`src/rtl/sat_counter.sv`:
```
// Saturating up-counter with synchronous clear; holds at all-ones.
module sat_counter #(
  parameter int unsigned W = 32
) (
  input  logic         clk,
  input  logic         reset,
  input  logic         inc,
  input  logic         clr,
  output logic [W-1:0] count
);

  always_ff @(posedge clk) begin
    if (reset || clr) begin
      count <= '0;
    end else if (inc && (count != {W{1'b1}})) begin
      count <= count + W'(1);
    end
  end

endmodule

```
`config.mk`:
```
export PLATFORM = sky130hd
export DESIGN_NAME = sat_counter
export DESIGN_NICKNAME = d
export VERILOG_FILES = /design/src/rtl/sat_counter.sv
export SDC_FILE = /design/constraint.sdc
export NUM_CORES = 1
export LEC_CHECK = 0
export BUFFER_PORTS_ARGS = -buffer_cell sky130_fd_sc_hd__buf_2
export CAP_MARGIN = 20
export CORE_ASPECT_RATIO = 1.75
export CORE_MARGIN = 2
export CORE_UTILIZATION = 50
export CTS_CLUSTER_DIAMETER = 40
export CTS_CLUSTER_SIZE = 40
export DETAILED_ROUTE_END_ITERATION = 7
export PLACE_DENSITY = 0.77
export SLEW_MARGIN = 20
export SYNTH_ARGS = -nofsm -noshare
export SYNTH_HDL_FRONTEND = slang
export SYNTH_SLANG_ARGS = --single-unit
```
`constraint.sdc`:
```
create_clock -name clk -period 2.4 [get_ports clk]
set_input_delay 0.12 -clock clk [delete_from_list [all_inputs] [get_ports clk]]
set_output_delay 0.12 -clock clk [all_outputs]
set_load 0.02 [all_outputs]
```
# Yosys cells after proc, flatten, opt, wreduce, memory -nomap -nowiden
# Cells that the tools add are included.
# op_classes
n_lt_le_gt_ge	0
reduce_logical	2
n_mul	0
n_bitwise	0
mux	0
n_addsub	1
n_eq_ne	1
div_mod_pow	0
n_shift	0
# op_table
operator	n
32-bit by 1-bit adder with 32-bit output (second input constant)	1
32-bit inequality test (second input constant)	1
1-bit logical AND	1
1-bit logical OR	1
# word_totals
input_bits	4
mem_count	0
romBits	0
latchBits	0
ram_bits	0
reg_bits	32
wordCells	5

# Depth between registers and ports, before layout
# logic_depth
ltp_word	2
ltp_mapped	8

# Least setup slack after synthesis
# No wires, ideal clock.
# synth_path
kind	flip-flop to flip-flop
start	reg count[0]
end	reg count[1]
path_slack_ns	0.371
t_required_ns	2.270
synth_period_minus_slack_ns	2.029
n_path_buf	2
arrival_ns	1.899
path_stages_with_launch	9
path_cell_list	dfxtp_1 > ha_1 > and3_2 > nand4_2 > o31ai_4 > buf_6 > buf_6 > mux2i_1 > nor2_1
# synth_via
elab_chain_cells	2
elab_cells_between_ends	3
classes_between	1 x add/sub; 1 x eq/ne; 1 x reduce/logical
# synth_lines
item	line_no	text
start, declared	9	output logic [W-1:0] count
start signal, assigned	16	count <= count + W'(1);
branches (longest 2 deep; another with 32-bit by 1-bit adder with 32-bit output)	-	
# Several ways; the timed one is not identified.
# A chain may end at the register's enable or synchronous reset.

# Worst setup path after layout
# layout_path
start	reg count[17]
end	reg count[21]
# Same word-level chain as after synthesis.

==> run_results.csv <==
group,metric,value,unit
status,outcome,"finished clean",
power,p_per_area,497.8,nW/µm²
floorplan,die_w,47.84,µm
placement,io_buffers,35,
layout,final_common_cell,"buf_2",
layout,largest_reg_flops,32,
critical_path,cp.arrival,2.34,ns
timing,final.period_utilization,89.07,%
critical_path,worstPathMaxFanout,16,
critical_path,r2r-start,"count[17]",
timing,worst_pin_slew,0.7011,ns
timing,rsz0062_at_grt,"false",
global_route,grt_overflow,0,
synth,netlist_instances,189,
clock_network,cts_resized,0,
critical_path,r2r_slack,0.26,ns
synth,syn-num-nets,194,
timing,skew,0.004094,ns
global_route,grt_pass1_wl,6.320,mm
clock_network,cts_hold_buf,0,
timing,hold_viol,0,
synth,ys_seq_area_share,38.10,%
power,ir_drop,0.0004367,V
detailed_routing,drcViolationCount,0,
floorplan,rows,27,
floorplan,start_util,52.96,%
detailed_routing,drtIter0Drc,23,
floorplan,die_y,80.72,µm
clock_network,cts_root_buffer,"clkbuf_8",
detailed_routing,ant_nets,0,
floorplan,coreArea,3176,µm²
clock_network,cts_setup_buffers,0,
layout,top_register,"count",
global_route,grt_start_max_net_pins,33,
synth,syn_area_per_cell,8.897,µm²
layout,fin_nets,234,
placement,gp_congestion,0.7683,
layout,final_cell_mix,"buf_2, dfxtp_1, a21oi_1",
timing,hold_ws,0.1877,ns
floorplan,dieArea,3861,µm²
flow_run,cap_violations,0,
critical_path,critPathRequiredTime,2.60,ns
clock_network,cts_tree,"built",
critical_path,worstSetupEndpointType,"register",
global_route,antenna_found_initial,0,
critical_path,crit_type,"reg2reg",
timing,finalSetupViolCount,0,
global_route,grtUsageTotal,22.13,%
layout,area_growth,17.78,%
clock_network,clk_pin_slew,0.06,ns
placement,post-dp-hpwl,2.716,mm
clock_network,cts_buffers,5,
timing,period_minus_slack,2.138,ns
floorplan,ios,36,
synth,synth_warnings,0,
layout,fillCellCount,311,
synth,ys_ff_latch,32,
timing,setup-tns-final,0,ns
global_route,grt_pass1_vias,1500,
timing,maxSlewViolCount,0,
placement,placed_area,1891,µm²
layout,reg_top3,"count x32",
min_path,hp-class,"in2reg",
detailed_routing,via_per_inst,5.875,
clock_network,cts.sinks,32,
detailed_routing,drt_wl_total,3.707,mm
timing,fmaxAchievable,467.8,MHz
detailed_routing,wire_per_inst,13.58,µm
power,leakage,0.6670,nW
critical_path,critPathLaunch,"count[17]",
clock_network,clkLatencyLatePin,0.28,ns
critical_path,worst_setup_path_start_kind,"register",
detailed_routing,via_count,1604,
clock_network,ctsLongestPathBuffers,2,
clock_network,htree_levels,2,
timing,slew-limit-headroom,53.26,%
synth,synth_cell_types,36,
layout,final_util,62.37,%
layout,drive_above_1_share,31.74,%
layout,antennaDiodeCount,0,
synth,synth_area,1682,µm²
detailed_routing,drt_pre_antenna_iters,4,
layout,finalInstanceArea,1981,µm²
min_path,min_from,"inc",
cell usage after synthesis (all sizes together):
master	number	share of area, %
or4	10	4.7
nor2	4	0.89
a21oi	29	10
xnor2	1	0.52
xor2	1	0.52
nand4	9	3.7
mux2i	1	0.60
and2	1	0.37
o311ai	2	2.1
o31ai	11	6.5
nand3	11	3.3
dlygate4sd1	1	0.52
clkbuf	3	0.67
o21ai	19	5.9
or3	19	7.4
nand2	14	3.4
and3	3	1.6
and4	7	4.0
buf	4	2.7
or2	2	0.74
dfxtp	32	38
ha	1	0.74
inv	4	0.89
kinds of logic (layout without fill, tap and decap cells):
family / count (synthesis) / in the layout / synth area share (%)
xor+xnor: 2 / 2 / 1.042
flops: 32 / 32 / 38.09
simple gates: 80 / 80 / 30.06
mux: 1 / 1 / 0.5953
fa+ha+maj: 1 / 1 / 0.7439
compound gates: 61 / 61 / 24.70
buf+inv: 12 / 53 / 4.762
per-stage QoR:
stage | worst slack (ns) | instances | power, mW
2_1_floorplan | 0.3711 | 189 | 0.5680
3_3_place_gp | 0.3747 | 265 | 0.5738
3_5_place_dp | 0.2824 | 265 | 0.5746
4_1_cts | 0.2543 | 273 | 0.9954
5_1_grt | 0.1174 | 273 | 1.016
6_report | 0.2622 | 273 | 0.9859
routing by layer:
metal / share of wire, % / up-vias / global-route usage [%]
li1: - / 809 / -
met4: 3.2 / 0 / 12.43
met2: 50 / 38 / 36.40
met3: 4.4 / 11 / 4.944
met1: 42 / 746 / 24.72
met5: 0 / - / 0
area by class of cell:
| type | count | area, µm² | area share [%] |
|---|---|---|---|
| repair buffers | 41 | 220.2 | 11.12 |
| well taps | 43 | 53.80 | 2.716 |
| flip-flops and latches | 32 | 640.6 | 32.34 |
| clock buffers | 8 | 90.09 | 4.548 |
| inverters | 4 | 15.01 | 0.7581 |
| multi-input cells | 145 | 960.9 | 48.52 |
worst paths after layout:
| check | end | cells past startpoint |
|---|---|---|
| min | count[16] | 3 |
| min reg2reg | count[30] | 2 |
| max | count[21] | 6 |
| max reg2reg | count[21] | 6 |
power breakdown:
group          switching, mW  internal [mW]
combinational         0.0203        0.00834
clock                  0.190          0.234
sequential           0.00181          0.532
critical path: stages (launching register included):
cell and delay (ns):
dfxtp_1 0.43, nand2_2 0.09, or4_4 0.58, o311ai_4 0.55, buf_4 0.22, o21ai_2 0.05
a21oi_1 0.14
(Power assumes the default switching activity.)
